$ cat src/rtl/udp_image_rx_if.sv
// Bundle between a GMII receive source and the packed-pixel row sink.
// The source drives rx_dv/rx_data; udp_image_rx drives everything else.
interface udp_image_rx_if;
    logic        rx_dv;
    logic [7:0]  rx_data;
    logic [7:0]  pix_data;
    logic        pix_valid;
    logic [15:0] pix_row;
    logic [15:0] pix_col;
    logic        frame_start;
    logic        row_done;
    logic        pkt_err;
    logic [15:0] rx_pkt_cnt;

    modport master (
        output rx_dv, rx_data,
        input  pix_data, pix_valid, pix_row, pix_col,
        input  frame_start, row_done, pkt_err, rx_pkt_cnt
    );

    modport slave (
        input  rx_dv, rx_data,
        output pix_data, pix_valid, pix_row, pix_col,
        output frame_start, row_done, pkt_err, rx_pkt_cnt
    );
endinterface

$ cat src/rtl/udp_image_rx.sv
// GMII receiver that filters Ethernet/IPv4/UDP image packets and emits one
// row of 1-bit pixels (8 per byte) per packet, with row/column tags.
module udp_image_rx #(
    parameter int          IMAGE_WIDTH    = 1280,
    parameter int          IMAGE_HEIGHT   = 720,
    parameter logic [47:0] LOCAL_MAC      = 48'hff_ff_ff_ff_ff_ff,
    parameter logic [31:0] LOCAL_IP       = 32'hc0_a8_00_03,
    parameter logic [15:0] LOCAL_UDP_PORT = 16'd6102,
    parameter int          DATA_LENGTH    = IMAGE_WIDTH / 8 + 2
) (
    input  logic           clk,
    input  logic           rst_n,
    udp_image_rx_if.slave  bus
);
    localparam logic [15:0] UDP_LEN  = 16'(DATA_LENGTH + 8);
    localparam logic [15:0] LAST_COL = 16'(IMAGE_WIDTH / 8 - 1);
    localparam logic [15:0] HEIGHT   = 16'(IMAGE_HEIGHT);

    typedef enum logic [2:0] {
        IDLE, PREAMBLE, ETH_HDR, IP_HDR, UDP_HDR, ROW_IDX, PAYLOAD, DROP
    } state_t;

    state_t      state_reg;
    logic [15:0] cnt_reg;
    logic [15:0] row_reg;
    logic [7:0]  row_hi_reg;
    logic        armed_reg;
    logic        mis_reg, ucast_bad_reg, bcast_bad_reg;
    logic [7:0]  pix_data_reg;
    logic        pix_valid_reg, frame_start_reg, row_done_reg, pkt_err_reg;
    logic [15:0] pix_row_reg, pix_col_reg, pkt_cnt_reg;

    logic [7:0]  mac_bytes [8];
    logic [7:0]  ip_bytes  [4];

    genvar gi;
    generate
        for (gi = 0; gi < 8; gi++) begin : g_mac
            if (gi < 6) begin : g_used
                assign mac_bytes[gi] = LOCAL_MAC[47 - 8*gi -: 8];
            end else begin : g_pad
                assign mac_bytes[gi] = 8'h00;
            end
        end
        for (gi = 0; gi < 4; gi++) begin : g_ip
            assign ip_bytes[gi] = LOCAL_IP[31 - 8*gi -: 8];
        end
    endgenerate

    // Expected value of the header byte at cnt_reg, if it belongs to a checked field.
    logic [7:0] exp_byte;
    logic       chk_byte, field_end, hdr_last;
    state_t     hdr_next;

    always_comb begin
        exp_byte  = 8'h00;
        chk_byte  = 1'b0;
        field_end = 1'b0;
        hdr_last  = 1'b0;
        hdr_next  = IDLE;
        case (state_reg)
            ETH_HDR: begin
                hdr_last = (cnt_reg == 16'd13);
                hdr_next = IP_HDR;
                if (cnt_reg == 16'd12) begin
                    chk_byte = 1'b1; exp_byte = 8'h08;
                end else if (cnt_reg == 16'd13) begin
                    chk_byte = 1'b1; exp_byte = 8'h00; field_end = 1'b1;
                end
            end
            IP_HDR: begin
                hdr_last = (cnt_reg == 16'd19);
                hdr_next = UDP_HDR;
                if (cnt_reg == 16'd0) begin
                    chk_byte = 1'b1; exp_byte = 8'h45; field_end = 1'b1;
                end else if (cnt_reg == 16'd9) begin
                    chk_byte = 1'b1; exp_byte = 8'h11; field_end = 1'b1;
                end else if (cnt_reg >= 16'd16 && cnt_reg <= 16'd19) begin
                    chk_byte  = 1'b1;
                    exp_byte  = ip_bytes[cnt_reg[1:0]];
                    field_end = (cnt_reg == 16'd19);
                end
            end
            UDP_HDR: begin
                hdr_last = (cnt_reg == 16'd7);
                hdr_next = ROW_IDX;
                case (cnt_reg)
                    16'd2: begin chk_byte = 1'b1; exp_byte = LOCAL_UDP_PORT[15:8]; end
                    16'd3: begin chk_byte = 1'b1; exp_byte = LOCAL_UDP_PORT[7:0]; field_end = 1'b1; end
                    16'd4: begin chk_byte = 1'b1; exp_byte = UDP_LEN[15:8]; end
                    16'd5: begin chk_byte = 1'b1; exp_byte = UDP_LEN[7:0]; field_end = 1'b1; end
                    default: ;
                endcase
            end
            default: ;
        endcase
    end

    logic mis_now, ucast_bad_now, bcast_bad_now, mac_field;
    assign mis_now       = mis_reg | (chk_byte & (bus.rx_data != exp_byte));
    assign ucast_bad_now = ucast_bad_reg | (bus.rx_data != mac_bytes[cnt_reg[2:0]]);
    assign bcast_bad_now = bcast_bad_reg | (bus.rx_data != 8'hff);
    assign mac_field     = (state_reg == ETH_HDR) && (cnt_reg < 16'd6);

    always_ff @(posedge clk or negedge rst_n) begin
        if (!rst_n) begin
            state_reg       <= IDLE;
            cnt_reg         <= '0;
            row_reg         <= '0;
            row_hi_reg      <= '0;
            armed_reg       <= 1'b0;
            mis_reg         <= 1'b0;
            ucast_bad_reg   <= 1'b0;
            bcast_bad_reg   <= 1'b0;
            pix_data_reg    <= '0;
            pix_valid_reg   <= 1'b0;
            frame_start_reg <= 1'b0;
            row_done_reg    <= 1'b0;
            pkt_err_reg     <= 1'b0;
            pix_row_reg     <= '0;
            pix_col_reg     <= '0;
            pkt_cnt_reg     <= '0;
        end else begin
            pix_valid_reg   <= 1'b0;
            frame_start_reg <= 1'b0;
            row_done_reg    <= 1'b0;
            pkt_err_reg     <= 1'b0;
            if (!bus.rx_dv) begin
                // A gap re-arms reception, so a stream caught mid-packet after reset is skipped.
                state_reg   <= IDLE;
                armed_reg   <= 1'b1;
                pkt_err_reg <= (state_reg == PAYLOAD);
            end else begin
                case (state_reg)
                    IDLE: begin
                        cnt_reg       <= '0;
                        mis_reg       <= 1'b0;
                        ucast_bad_reg <= 1'b0;
                        bcast_bad_reg <= 1'b0;
                        state_reg     <= (armed_reg && bus.rx_data == 8'h55) ? PREAMBLE : DROP;
                    end
                    PREAMBLE: begin
                        if (bus.rx_data == 8'hd5)
                            state_reg <= ETH_HDR;
                        else if (bus.rx_data != 8'h55)
                            state_reg <= DROP;
                    end
                    ETH_HDR, IP_HDR, UDP_HDR: begin
                        cnt_reg <= cnt_reg + 16'd1;
                        if (chk_byte)
                            mis_reg <= field_end ? 1'b0 : mis_now;
                        if (mac_field) begin
                            ucast_bad_reg <= ucast_bad_now;
                            bcast_bad_reg <= bcast_bad_now;
                        end
                        if ((chk_byte && field_end && mis_now) ||
                            (mac_field && cnt_reg == 16'd5 && ucast_bad_now && bcast_bad_now)) begin
                            state_reg <= DROP;
                        end else if (hdr_last) begin
                            cnt_reg   <= '0;
                            state_reg <= hdr_next;
                        end
                    end
                    ROW_IDX: begin
                        if (cnt_reg == 16'd0) begin
                            row_hi_reg <= bus.rx_data;
                            cnt_reg    <= 16'd1;
                        end else if ({row_hi_reg, bus.rx_data} >= HEIGHT) begin
                            state_reg <= DROP;
                        end else begin
                            row_reg   <= {row_hi_reg, bus.rx_data};
                            cnt_reg   <= '0;
                            state_reg <= PAYLOAD;
                        end
                    end
                    PAYLOAD: begin
                        pix_data_reg    <= bus.rx_data;
                        pix_valid_reg   <= 1'b1;
                        pix_col_reg     <= cnt_reg;
                        pix_row_reg     <= row_reg;
                        frame_start_reg <= (cnt_reg == 16'd0) && (row_reg == 16'd0);
                        if (cnt_reg == LAST_COL) begin
                            row_done_reg <= 1'b1;
                            pkt_cnt_reg  <= pkt_cnt_reg + 16'd1;
                            state_reg    <= DROP;
                        end else begin
                            cnt_reg <= cnt_reg + 16'd1;
                        end
                    end
                    DROP: ;
                    default: state_reg <= DROP;
                endcase
            end
        end
    end

    assign bus.pix_data    = pix_data_reg;
    assign bus.pix_valid   = pix_valid_reg;
    assign bus.pix_row     = pix_row_reg;
    assign bus.pix_col     = pix_col_reg;
    assign bus.frame_start = frame_start_reg;
    assign bus.row_done    = row_done_reg;
    assign bus.pkt_err     = pkt_err_reg;
    assign bus.rx_pkt_cnt  = pkt_cnt_reg;
endmodule

$ cat src/flat_wrapper.sv
// flat-port wrapper written by rule: the top's interface ports become plain ports
module udp_image_rx_flat 
#(
    parameter int          IMAGE_WIDTH    = 1280,
    parameter int          IMAGE_HEIGHT   = 720,
    parameter logic [47:0] LOCAL_MAC      = 48'hff_ff_ff_ff_ff_ff,
    parameter logic [31:0] LOCAL_IP       = 32'hc0_a8_00_03,
    parameter logic [15:0] LOCAL_UDP_PORT = 16'd6102,
    parameter int          DATA_LENGTH    = IMAGE_WIDTH / 8 + 2
)
  (clk, rst_n, bus_rx_dv, bus_rx_data, bus_pix_data, bus_pix_valid, bus_pix_row, bus_pix_col, bus_frame_start, bus_row_done, bus_pkt_err, bus_rx_pkt_cnt);
  udp_image_rx_if bus_i ();
  input  logic clk;
  input  logic rst_n;
  input wire logic [$bits(bus_i.rx_dv)-1:0] bus_rx_dv;
  input wire logic [$bits(bus_i.rx_data)-1:0] bus_rx_data;
  output wire logic [$bits(bus_i.pix_data)-1:0] bus_pix_data;
  output wire logic [$bits(bus_i.pix_valid)-1:0] bus_pix_valid;
  output wire logic [$bits(bus_i.pix_row)-1:0] bus_pix_row;
  output wire logic [$bits(bus_i.pix_col)-1:0] bus_pix_col;
  output wire logic [$bits(bus_i.frame_start)-1:0] bus_frame_start;
  output wire logic [$bits(bus_i.row_done)-1:0] bus_row_done;
  output wire logic [$bits(bus_i.pkt_err)-1:0] bus_pkt_err;
  output wire logic [$bits(bus_i.rx_pkt_cnt)-1:0] bus_rx_pkt_cnt;
  assign bus_i.rx_dv = bus_rx_dv;
  assign bus_i.rx_data = bus_rx_data;
  assign bus_pix_data = bus_i.pix_data;
  assign bus_pix_valid = bus_i.pix_valid;
  assign bus_pix_row = bus_i.pix_row;
  assign bus_pix_col = bus_i.pix_col;
  assign bus_frame_start = bus_i.frame_start;
  assign bus_row_done = bus_i.row_done;
  assign bus_pkt_err = bus_i.pkt_err;
  assign bus_rx_pkt_cnt = bus_i.rx_pkt_cnt;
  udp_image_rx #(.IMAGE_WIDTH(IMAGE_WIDTH), .IMAGE_HEIGHT(IMAGE_HEIGHT), .LOCAL_MAC(LOCAL_MAC), .LOCAL_IP(LOCAL_IP), .LOCAL_UDP_PORT(LOCAL_UDP_PORT), .DATA_LENGTH(DATA_LENGTH)) u_core (.clk(clk), .rst_n(rst_n), .bus(bus_i));
endmodule
$ cat config.mk
export PLATFORM = sky130hd
export DESIGN_NAME = udp_image_rx_flat
export DESIGN_NICKNAME = d
export VERILOG_FILES = /design/src/rtl/udp_image_rx_if.sv /design/src/rtl/udp_image_rx.sv /design/src/flat_wrapper.sv
export SDC_FILE = /design/constraint.sdc
export NUM_CORES = 1
export LEC_CHECK = 0
export ABC_AREA = 0
export BUFFER_PORTS_ARGS = -buffer_cell sky130_fd_sc_hd__buf_2
export CELL_PAD_IN_SITES_DETAIL_PLACEMENT = 0
export CELL_PAD_IN_SITES_GLOBAL_PLACEMENT = 1
export CORE_ASPECT_RATIO = 0.8
export CORE_MARGIN = 10
export CORE_UTILIZATION = 43
export CTS_CLUSTER_SIZE = 28
export DETAILED_ROUTE_END_ITERATION = 7
export PLACE_DENSITY_LB_ADDON = 0.1
export SYNTH_ARGS = -nofsm -noshare
export SYNTH_HDL_FRONTEND = slang
export SYNTH_SLANG_ARGS = --single-unit
export TNS_END_PERCENT = 10
$ cat constraint.sdc
create_clock -name clk -period 4.7 [get_ports clk]
set_clock_uncertainty 0.15 [all_clocks]
set_input_delay 0.47 -clock clk [delete_from_list [all_inputs] [get_ports clk]]
set_output_delay 0.47 -clock clk [all_outputs]
set_load 0.05 [all_outputs]
---- Word-level counts from Yosys, hierarchy flattened ----
Memory sizes are Yosys's and may differ from the RTL's.
Index checks and enable logic that the tools add are counted.
operators by class
  reduce and logical (&&, ||, !) cells .... 26
  magnitude comparators ................... 6
  equal/unequal tests ..................... 31
  multipliers ............................. 0
  shift operators ......................... 0
  add/sub/neg operators ................... 2
  bitwise operators ....................... 8
  mux-type cells .......................... 57
  div/mod/pow operators ................... 0
operators by type and width
  kind                   count
  $mux 16                5
  $pmux 16 s4            1
  $mux 8                 7
  $eq 16x3->1 const B    3
  $eq 16x4->1 const B    3
  $pmux 8 s3             2
  $add 16x1->16 const B  2
  $eq 16x2->1 const B    2
  $logic_not 16->1       2
  $mux 1                 24
  $mux 3                 8
  $bmux 8 s2             1
  $eq 16x5->1 const B    1
  $eq 16x8->1 const B    1
  $ge 16x10->1 const B   1
  $ge 16x5->1 const B    1
  $le 16x5->1 const B    1
  $lt 16x3->1 const B    1
  $ne 8x8->1             2
  $pmux 3 s5             1
  $reduce_and 3->1       4
  $eq 3x3->1 const B     3
  $logic_and 1x1->1      9
  $pmux 1 s3             3
  32 further kinds       42
storage, ports and cells
  register bits ........................... 107
  word-level logic and storage cells ...... 147
  input bits .............................. 11
  output and inout port bits .............. 60
  bits in read-only memories .............. 64
  memories kept ........................... 1
  bits in latches ......................... 0
  RAM bits ................................ 0
memories
  memory           depth  width  rd ports  clocked after memory_dff  wr ports  line                 source
  (no name shown)  8      8      1         0                         0         udp_image_rx.sv:101  assign ucast_bad_now = ucast_bad_reg | (bus.rx_data != mac_bytes[cnt_reg[2:0]]);

---- Logic depth before layout (Yosys ltp) ----
Gate-level depths: netlist (run 1).
  depth after elaboration ................. 16
  mapped depth ............................ 13
  mapped depth without buffers ............ 11

---- Least setup slack after synthesis (run 1) ----
OpenSTA, ideal clock, no wires.
  path type ............................... reg2reg
  from .................................... register u_core.cnt_reg[1]
  to ...................................... register u_core.cnt_reg[13]
  buffers on the path ..................... 2
  period minus slack after synthesis ...... 3.501 ns
  setup time .............................. 0.121 ns
  path slack .............................. 1.199 ns
  cell stages (with the launch flop) ...... 14
  arrival ................................. 3.230 ns
  required time ........................... 4.429 ns
  cells stage by stage .................... dfrtp_1 inv_1 ha_1 bufbuf_16 or4bb_1 a2111oi_0 o21ai_0 a221oi_1 o211ai_2 o31ai_4 a21o_4 nor2_4 buf_6 a22o_1
between the ends
  longest elaborated chain between the ends .. 15
ends and longest elaborated chain
  item                                                  line                 source
  start: declaration                                    udp_image_rx.sv:24   logic [15:0] cnt_reg;
  start signal: assignment                              udp_image_rx.sv:149  cnt_reg <= cnt_reg + 16'd1;
  start signal: assignment                              udp_image_rx.sv:187  cnt_reg <= cnt_reg + 16'd1;
  branches (longest 15 deep; another with $ge 16x5->1)  --
Parallel ways; which one is timed is not known. The select of a mux whose other input is x is not followed.
A chain may end at the register's enable or synchronous reset.

---- Worst setup path in the final report (run 1) ----
  from .................................... register u_core.cnt_reg[1]
  to ...................................... register u_core.cnt_reg[15]
The elaborated chain is that of the path after synthesis.

==> results of run 1 <==
## metal layers
| layer | GRT usage [%] | up-vias | wire length [um] |
|---|---|---|---|
| li1 | - | 2052 | - |
| met1 | 22.27 | 2084 | 6852 |
| met2 | 24.86 | 120 | 6251 |
| met3 | 4.286 | 16 | 826 |
| met4 | 3.846 | 0 | 172 |
| met5 | 0 | - | 0 |
## power groups by stage
stage / Combinational (uW) / Clock, uW / Sequential, uW
detailed placement: 1200 / 0 / 1300
CTS: 1200 / 731 / 1290
floorplan: 727 / 0 / 1540
finish: 1190 / 714 / 1290
global placement: 1190 / 0 / 1300
global route: 1300 / 767 / 1320
## worst max-delay path, cell delays in order (launching register included)
cell and delay (ns):
dfrtp_1 0.46, inv_1 0.15, ha_1 0.36, or4bb_1 0.51
a2111oi_0 0.39, o21ai_0 0.15, a221oi_1 0.38, o211ai_2 0.19
o31ai_4 0.45, a21o_4 0.30, nor2_4 0.11, a221o_1 0.31
## layout by cell type, fill, tap and decap left out, drive strengths merged, types with 9 or more instances in the layout
cell and count:
o21ai 27, nand3 17, nor2b 10, dfrtp 107, nor4 11, mux2 19
buf 77, a22o 13, inv 9, and2b 9, nand2 131, xnor2 10
clkbuf 11, nor2 35, a21oi 14, and3 15
## cells by family (layout without fill, tap and decap cells)
logic type / after synthesis / after routing / share of synthesized area [%]
xor gates and xnor gates: 16 / 16 / 2.596
AOI/OAI and AO/OA: 91 / 91 / 11.98
buffers and inverters: 37 / 102 / 4.798
and+or+nand+nor: 276 / 276 / 25.52
adders and majority gates: 5 / 5 / 1.159
DFF: 107 / 107 / 49.61
muxes: 21 / 21 / 4.335
## worst paths after layout
kind	startpoint	endpoint	slack (ns)	cells past startpoint
worst min register to register	u_core.bus.rx_pkt_cnt[15]	u_core.bus.rx_pkt_cnt[15]	0.31	1
worst max register to register	u_core.cnt_reg[1]	u_core.cnt_reg[15]	0.67	11
max in group asynchronous	rst_n	u_core.bus.pix_col[0]	3.21	2
min in group clk	bus_rx_dv	u_core.armed_reg	0.26	2
worst max-delay path	u_core.cnt_reg[1]	u_core.cnt_reg[15]	0.67	11
worst min-delay path	rst_n	u_core.bus.pkt_err	0.05	1
## through the flow
stage	hold WS, ns	worst slack [ns]	cells
detailed placement	0.3003	0.7092	773
floorplan	0.02441	1.199	553
global route	0.1128	0.5266	789
global placement	0.2938	0.8749	773
CTS	0.08922	0.7139	789
finish	0.05047	0.6749	789
## area by class of cell
class	instances	area, um^2	area share (%)
Clock buffer	11	232.7	3.831
Multi-Input combinational cell	409	2472	40.70
Sequential cell	107	2678	44.08
Timing Repair Buffer	77	405.4	6.674
Tap cell	171	214.0	3.522
Clock inverter	5	38.79	0.6385
Inverter	9	33.78	0.5561
==> run_results.csv, run 1 <==
group,metric,value,unit
die,die_area,17460,um^2
synthesis,synth_flop_cell,"dfrtp_1",
drt,wl_per_cell,17.87,um
synthesis,synth.area.top_cells,"dfrtp_1 (50%), nand2_1 (9.1%), mux2_2 (4.0%)",
power_and_ir_drop,p_leak,0.003057,uW
hold_path,hold_class,"primary input to async pin",
cells_and_area,final_area,6075,um^2
drt,drtIter0Drc,333,
power_and_ir_drop,switching_share,42.84,%
grt,overflow,0,
synthesis,synth-edff-count,0,
sta,period_needed,4.025,ns
power_and_ir_drop,power_frac_comb,37.3,%
sta,slew_violations,0,
status,status,"completed",
grt,antenna_found_initial,0,
clocking,cts_buffer_depth,2,
synthesis,synth_top_area_share,49.61,%
cells_and_area,area_delta_synth_final,12.54,%
placement,placed_area,5803,um^2
sta,slew_headroom,31.31,%
synthesis,syn_inst,553,
die,die_height,120.2,um
synthesis,synth_common_cells,"nand2_1 (131), dfrtp_1 (107), nor2_1 (33)",
synthesis,yosysWarnings,0,
die,die-width,145.3,um
sta,finalHoldViolCount,0,
power_and_ir_drop,seqPwrFrac,40.3,%
synthesis,synth.avg_cell_area,9.761,um^2
power_and_ir_drop,power_frac_clock,22.4,%
critical_path,cp-start-kind,"flop",
sta,final.setup.tns,0,ns
critical_path,crit_type,"flop to flop",
critical_path,crit_path_end_kind,"flop",
drt,ant_nets,0,
clocking,root_buffer,"clkbuf_16",
clocking,worstSkewPairLatency,0.35,ns
sta,layout_worst_path_cycle_share,85.64,%
critical_path,critPathArrivalTime,4.10,ns
drt,drc,0,
die,io_pins,71,
cells_and_area,num_antenna_cells,0,
clocking,post_cts_buffers,0,
cells_and_area,fin_util,49.58,%
power_and_ir_drop,p_total,3192,uW
synthesis,synth_area_leader_cell,"dfrtp_1",
drt,drt-vias-per-instance,5.414,
power_and_ir_drop,power.density,525.4,nW/um^2
die,initial_core_util,44.06,%
die,core,12250,um^2
synthesis,yosysMostFrequentCell,"nand2_1",
grt,grt_pass1_wl,23.16,mm
drt,vias,4272,
drt,wirelength,14.10,mm
clocking,clkTransAtPathRegs,0.07,ns
grt,grt_max_degree,64,
synthesis,synth_nets,569,
critical_path,cp_max_fo,14,
clocking,cts_resized,0,
clocking,clock_sink_count,107,
die,rows,36,
synthesis,async_reset_ff_share,100.0,%
sta,setup_viol,0,
clocking,cts_tree,"built",
critical_path,cp_data_required_time,4.78,ns
power_and_ir_drop,peakVddDrop,0.2426,mV
clocking,cts_buffers,9,
drt,drt_first_pass_iters,5,
placement,gp_congestion,0.8898,
flow_run,maxCapViolCount,0,
cells_and_area,nNetsFinal,629,
sta,grt_setup_unrepaired,"no",
sta,worst_pin_slew,1.024,ns
cells_and_area,nFillCells,1202,
placement,io_buffers,70,
power_and_ir_drop,internal-power,1824,uW
placement,hpwlAfterDp,9.972,mm
synthesis,synth_cell_types,76,
synthesis,netlist_area,5398,um^2
cells_and_area,drive_above_1_share,21.36,%
power_and_ir_drop,power.switching,1367,uW
sta,fmax,0.2484,GHz
synthesis,ys_seq_elements,107,
grt,grt_use_total,16.14,%
clocking,hold_buffers,0,
synthesis,ys_seq_area_share,49.61,%
clocking,h-tree-depth,3,
grt,grt_pass1_vias,4224,
(Power assumes the default switching activity.)
==> inputs of run 2 (changes only) <==
--- a/config.mk
+++ b/config.mk
@@ -9,7 +9,7 @@
 export BUFFER_PORTS_ARGS = -buffer_cell sky130_fd_sc_hd__buf_2
 export CELL_PAD_IN_SITES_DETAIL_PLACEMENT = 0
 export CELL_PAD_IN_SITES_GLOBAL_PLACEMENT = 1
-export CORE_ASPECT_RATIO = 0.8
+export CORE_ASPECT_RATIO = 0.7
 export CORE_MARGIN = 10
 export CORE_UTILIZATION = 43
 export CTS_CLUSTER_SIZE = 28
==> run_results.csv, run 2 (synthesis gave the netlist of run 1 again) <==
group,metric,value,unit
power_and_ir_drop,internal-power,1902,uW
power_and_ir_drop,power_frac_comb,35.6,%
clocking,root_buffer,"clkbuf_16",
sta,layout_worst_path_cycle_share,84.01,%
critical_path,crit_path_end_kind,"flop",
cells_and_area,drive_above_1_share,21.68,%
grt,gr-usage-met2,22.96,%
sta,fmax,0.2533,GHz
clocking,cts_buffer_depth,2,
flow_run,maxCapViolCount,0,
power_and_ir_drop,power.switching,1422,uW
critical_path,crit_path_start,"u_core.cnt_reg[1]",
grt,antenna_found_initial,0,
die,core,12340,um^2
drt,ant_nets,0,
grt,grt_pass1_vias,4290,
placement,io_buffers,70,
cells_and_area,num_antenna_cells,0,
hold_path,hold_class,"primary input to async pin",
placement,place_ws,0.7909,ns
die,die_area,17510,um^2
sta,fin_ws,0.7515,ns
die,die_height,113.7,um
cells_and_area,final_cell_mix,"nand2_1 (131), dfrtp_1 (107), buf_2 (69)",
drt,vias,4267,
clocking,cts_resized,0,
clocking,cts_tree,"built",
drt,drt_first_pass_iters,6,
critical_path,r2r_slack,0.75,ns
sta,setup_viol,0,
status,status,"completed",
power_and_ir_drop,p_leak,0.003099,uW
critical_path,crit_end,"u_core.cnt_reg[15]",
clocking,hold_buffers,0,
critical_path,reg2reg_from,"u_core.cnt_reg[1]",
cells_and_area,instances_no_fill,780,
cells_and_area,layout.cells.most_common,"nand2_1",
sta,final.setup.tns,0,ns
critical_path,crit_type,"flop to flop",
cells_and_area,nNetsFinal,629,
placement,hpwlAfterDp,10.02,mm
critical_path,cp_data_required_time,4.80,ns
grt,met1_usage,24.83,%
drt,drtIter0Drc,269,
grt,use_met3,4.062,%
grt,grt_most_used_layer,"met1",
power_and_ir_drop,power_frac_clock,25.4,%
die,io_pins,71,
die,initial_core_util,43.75,%
clocking,post_cts_buffers,0,
sta,worst_pin_slew,0.9233,ns
power_and_ir_drop,seqPwrFrac,39.0,%
clocking,clkTransAtPathRegs,0.09,ns
critical_path,worstRegToRegCells,11,
critical_path,cp_max_fo,14,
sta,grt_setup_unrepaired,"no",
clocking,clock_sink_count,107,
grt,grt_max_degree,71,
power_and_ir_drop,power.density,542.3,nW/um^2
clocking,cts_buffers,9,
power_and_ir_drop,switching_share,42.78,%
clocking,h-tree-depth,3,
critical_path,r2r_end,"u_core.cnt_reg[15]",
sta,finalHoldViolCount,0,
sta,slew_violations,0,
placement,gp_congestion,0.8459,
grt,grt_pass1_wl,23.68,mm
drt,drc,0,
sta,period_needed,3.949,ns
drt,wl_per_cell,18.53,um
grt,overflow,0,
drt,drt-vias-per-instance,5.471,
cells_and_area,area_delta_synth_final,13.56,%
critical_path,critPathArrivalTime,4.04,ns
placement,placed_cells,764,
drt,wirelength,14.45,mm
clocking,worstSkewPairLatency,0.36,ns
sta,slew_headroom,38.11,%
die,rows,34,
critical_path,cp-start-kind,"flop",
die,die-width,153.9,um
grt,grt_use_total,16.56,%
power_and_ir_drop,peakVddDrop,0.2966,mV
-- run 2: cell types whose count changed in the layout (fill, tap and decap cells not counted), sizes merged --
cell	change
inv	+3
clkinvlp	-3
clkbuf	-2
clkinv	+1
bufinv	+1
-- run 2: final cells by class --
class,count,area (um^2)
Inverter,9,33.78
Clock buffer,9,225.2
Tap cell,162,202.7
Multi-Input combinational cell,409,2472
Clock inverter,7,112.6
Fill cell,1185,6207
Timing Repair Buffer,77,405.4
Sequential cell,107,2678
-- run 2: worst min-delay path by stage --
stage | to | cells after the start | slack (ns) | start
detailed placement | u_core.armed_reg | 1 | 0.30 | u_core.armed_reg
global placement | u_core.armed_reg | 1 | 0.30 | u_core.armed_reg
finish | u_core.state_reg[0] | 1 | 0.1 | rst_n
global route | u_core.armed_reg | 1 | 0.16 | rst_n
CTS | u_core.state_reg[0] | 1 | 0.12 | rst_n
floorplan | u_core.armed_reg | 0 | 0.02 | rst_n
-- run 2: metal layers --
layer	vias to the layer above	share of wire, %
met5	-	0
met4	0	1.3
met3	18	6.1
met2	130	41
met1	2064	52
li1	2055	-
-- run 2: through the flow --
stage                     cell area [um^2]  power (uW)  hold WS, ns  util [%]
after floorplan                       5398        2267      0.02441         -
after global placement                5792        2492       0.2973     46.95
after detailed placement              5792        2498       0.2961     46.95
after CTS                             6130        3350       0.1235     49.69
after global routing                  6130        3525       0.1627     49.69
final                                 6130        3324      0.09948     49.69
-- run 2: critical path, cell delays in order, from the launching register on --
cell,delay (ns)
dfrtp_1,0.46
inv_1,0.15
ha_1,0.37
or4bb_1,0.52
a2111oi_0,0.39
o21ai_0,0.15
a221oi_1,0.32
o211ai_2,0.19
o31ai_4,0.42
a21o_4,0.29
nor2_4,0.11
a221o_1,0.31
-- run 2: power by group through the flow --
stage | registers [uW] | logic [uW] | clock network [uW]
after detailed placement | 1310 | 1190 | 0
after CTS | 1300 | 1190 | 864
final | 1300 | 1180 | 844
after global placement | 1310 | 1180 | 0
after global routing | 1330 | 1300 | 898
after floorplan | 1540 | 727 | 0
==> inputs of run 3 (changes only) <==
--- a/config.mk
+++ b/config.mk
@@ -5,13 +5,13 @@
 export SDC_FILE = /design/constraint.sdc
 export NUM_CORES = 1
 export LEC_CHECK = 0
-export ABC_AREA = 0
+export ABC_AREA = 1
 export BUFFER_PORTS_ARGS = -buffer_cell sky130_fd_sc_hd__buf_2
 export CELL_PAD_IN_SITES_DETAIL_PLACEMENT = 0
 export CELL_PAD_IN_SITES_GLOBAL_PLACEMENT = 1
 export CORE_ASPECT_RATIO = 0.7
 export CORE_MARGIN = 10
-export CORE_UTILIZATION = 43
+export CORE_UTILIZATION = 39
 export CTS_CLUSTER_SIZE = 28
 export DETAILED_ROUTE_END_ITERATION = 7
 export PLACE_DENSITY_LB_ADDON = 0.1
==> constraint.sdc (replaced) <==
create_clock -name clk -period 3.4 [get_ports clk]
set_clock_uncertainty 0.15 [all_clocks]
set_input_delay 0.34 -clock clk [delete_from_list [all_inputs] [get_ports clk]]
set_output_delay 0.34 -clock clk [all_outputs]
set_load 0.05 [all_outputs]
==> run_results.csv, run 3 <==
group,metric,value,unit
drt,ant_nets,0,
die,die-width,162.2,um
die,die_height,119.5,um
cells_and_area,area_delta_synth_final,15.46,%
clocking,clock_sink_count,107,
drt,drtIter0Drc,344,
placement,io_buffers,70,
cells_and_area,nFillCells,1414,
clocking,post_cts_buffers,0,
critical_path,critPathArrivalTime,3.10,ns
critical_path,crit_top_cell,"nand2_1",
power_and_ir_drop,internal-power,2578,uW
drt,drc,0,
cells_and_area,num_antenna_cells,0,
power_and_ir_drop,peakVddDrop,0.3079,mV
status,status,"completed",
grt,antenna_found_initial,0,
drt,wirelength,15.68,mm
synthesis,synth_area_leader_cell,"dfrtp_1",
drt,drt-vias-per-instance,5.028,
drt,drt_first_pass_iters,5,
grt,grt_max_degree,72,
grt,grt_pass1_vias,4738,
critical_path,path_buf_inv,2,
die,rows,36,
power_and_ir_drop,p_leak,0.003291,uW
critical_path,cp-start-kind,"flop",
synthesis,synth_top_area_share,48.50,%
sta,layout_worst_path_cycle_share,88.44,%
synthesis,netlist_area,5520,um^2
hold_path,hold_class,"primary input to flop",
clocking,cts_buffer_depth,2,
grt,grt_pass1_wl,25.84,mm
synthesis,yosysMostFrequentCell,"nand2_1",
drt,vias,4822,
clocking,cts_resized,0,
synthesis,synth.avg_cell_area,7.943,um^2
synthesis,yosysWarnings,0,
power_and_ir_drop,power_frac_clock,21.2,%
synthesis,synth_nets,711,
synthesis,synth_flop_cell,"dfrtp_1",
die,die_area,19390,um^2
clocking,h-tree-depth,3,
synthesis,synth.area.top_cells,"dfrtp_1 (49%), nand2_1 (12%), o21ai_0 (6.5%)",
flow_run,maxCapViolCount,0,
critical_path,crit_chain,"inv_1 > ha_1 > nand2_1 > nor2_1 > nand2_2 > clkinv_1 > nand2_1 > nand2_1 > xor2_1 > nand3_1 > nor2_1 > nand2_1 > nand2_1 > nand2_2 > nand2_4 > nand3_1 > nand2_1 > nand2_2 > nand3b_1 > nand2_1",
sta,setup_viol,0,
critical_path,crit_path_end_kind,"flop",
cells_and_area,nNetsFinal,780,
power_and_ir_drop,seqPwrFrac,36.9,%
critical_path,cp_max_fo,7,
power_and_ir_drop,power.density,756.4,nW/um^2
grt,grt_use_total,16.49,%
sta,fin_ws,0.3929,ns
critical_path,crit_type,"flop to flop",
placement,place_ws,0.4458,ns
cells_and_area,layout.cells.most_common,"nand2_1",
power_and_ir_drop,switching_share,46.52,%
critical_path,cp_data_required_time,3.49,ns
placement,hpwlAfterDp,12.13,mm
critical_path,crit_family,"simple AND/OR/NAND/NOR gates",
power_and_ir_drop,power.switching,2243,uW
die,io_pins,71,
synthesis,synth-edff-count,0,
placement,gp_congestion,0.8899,
power_and_ir_drop,power_frac_comb,41.9,%
drt,wl_per_cell,16.35,um
clocking,cts_buffers,9,
sta,worst_pin_slew,0.6822,ns
critical_path,cp_slowest_cell,"dfrtp_1",
sta,slew_headroom,54.39,%
die,initial_core_util,39.79,%
clocking,root_buffer,"clkbuf_16",
sta,final.setup.tns,0,ns
sta,fmax,0.3325,GHz
clocking,worstSkewPairLatency,0.35,ns
clocking,clkTransAtPathRegs,0.07,ns
grt,overflow,0,
synthesis,ys_seq_area_share,48.50,%
synthesis,async_reset_ff_share,100.0,%
die,core,13870,um^2
critical_path,max_stage_delay,0.48,ns
synthesis,ys_seq_elements,107,
sta,slew_violations,0,
clocking,hold_buffers,1,
clocking,cts_tree,"built",
sta,finalHoldViolCount,0,
sta,grt_setup_unrepaired,"no",
synthesis,synth_common_cells,"nand2_1 (175), dfrtp_1 (107), inv_1 (83)",
cells_and_area,final_cell_mix,"nand2_1 (175), dfrtp_1 (107), inv_1 (83)",
cells_and_area,drive_above_1_share,16.38,%
sta,period_needed,3.007,ns
synthesis,synth_cell_types,36,
synthesis,syn_inst,695,
-- run 3: layer usage --
layer | part of all wire (%) | up-vias | global-route usage (%) | wire [um]
met2 | 41 | 136 | 23.05 | 6452
met5 | 0 | - | 0 | 0
li1 | - | 2405 | - | -
met4 | 0.75 | 0 | 4.025 | 118
met1 | 51 | 2272 | 24.45 | 8007
met3 | 7.0 | 9 | 4.542 | 1096
-- run 3: power groups by stage --
stage / clock, uW / combinational, uW / sequential [uW]
final: 1020 / 2020 / 1780
after global routing: 1120 / 2230 / 1830
after CTS: 1060 / 2040 / 1780
after detailed placement: 0 / 2030 / 1800
after global placement: 0 / 2030 / 1790
after floorplan: 0 / 864 / 2370
-- run 3: final timing paths --
path                                   start                    end  slack, ns  depth (start not counted)
max in group asynchronous              rst_n     u_core.row_reg[11]       2.01                          3
min                                bus_rx_dv       u_core.armed_reg       0.10                          2
min in group asynchronous              rst_n  u_core.bus.pix_col[4]       0.33                          2
max                        u_core.cnt_reg[0]      u_core.cnt_reg[3]       0.39                         20
max reg2reg                u_core.cnt_reg[0]      u_core.cnt_reg[3]       0.39                         20
min reg2reg                 u_core.armed_reg       u_core.armed_reg       0.29                          2
-- run 3: kinds of logic (layout without fill, tap and decap cells) --
logic type | after synthesis | in the layout | synth area share, %
flops | 107 | 107 | 48.50
compound gates | 104 | 104 | 10.61
xor+xnor | 18 | 18 | 2.856
fa+ha+maj | 5 | 5 | 1.133
simple gates | 347 | 347 | 28.74
buf+inv | 114 | 188 | 8.160
-- run 3: stage by stage --
stage | cells | util (%) | instance area [um^2] | total power [uW] | hold slack, ns
2_1_floorplan | 695 | - | 5520 | 3231 | -0.1056
3_3_place_gp | 942 | 43.81 | 6078 | 3824 | 0.1843
3_5_place_dp | 942 | 43.81 | 6078 | 3837 | 0.1931
4_1_cts | 959 | 45.94 | 6374 | 4874 | 0.09181
5_1_grt | 959 | 45.94 | 6374 | 5177 | 0.1094
6_report | 959 | 45.94 | 6374 | 4821 | 0.1036
-- run 3: worst reg2reg max path: stages (launching register included) --
cell and delay [ns]:
dfrtp_1 0.48, inv_1 0.23, ha_1 0.25, nand2_1 0.07
nor2_1 0.13, nand2_2 0.15, clkinv_1 0.10, nand2_1 0.11
nand2_1 0.11, xor2_1 0.15, nand3_1 0.10, nor2_1 0.08
nand2_1 0.08, nand2_1 0.08, nand2_2 0.07, nand2_4 0.08
nand3_1 0.08, nand2_1 0.10, nand2_2 0.11, nand3b_1 0.12
nand2_1 0.07
-- run 3: area by class of cell --
type | count | area [um^2] | share of cell area (%)
multi-input cells | 474 | 2392 | 37.53
repair buffers | 78 | 427.9 | 6.714
flip-flops and latches | 107 | 2678 | 42.01
clock buffers | 10 | 229.0 | 3.592
inverters | 94 | 352.8 | 5.536
clock inverters | 6 | 56.30 | 0.8834
well taps | 190 | 237.7 | 3.730
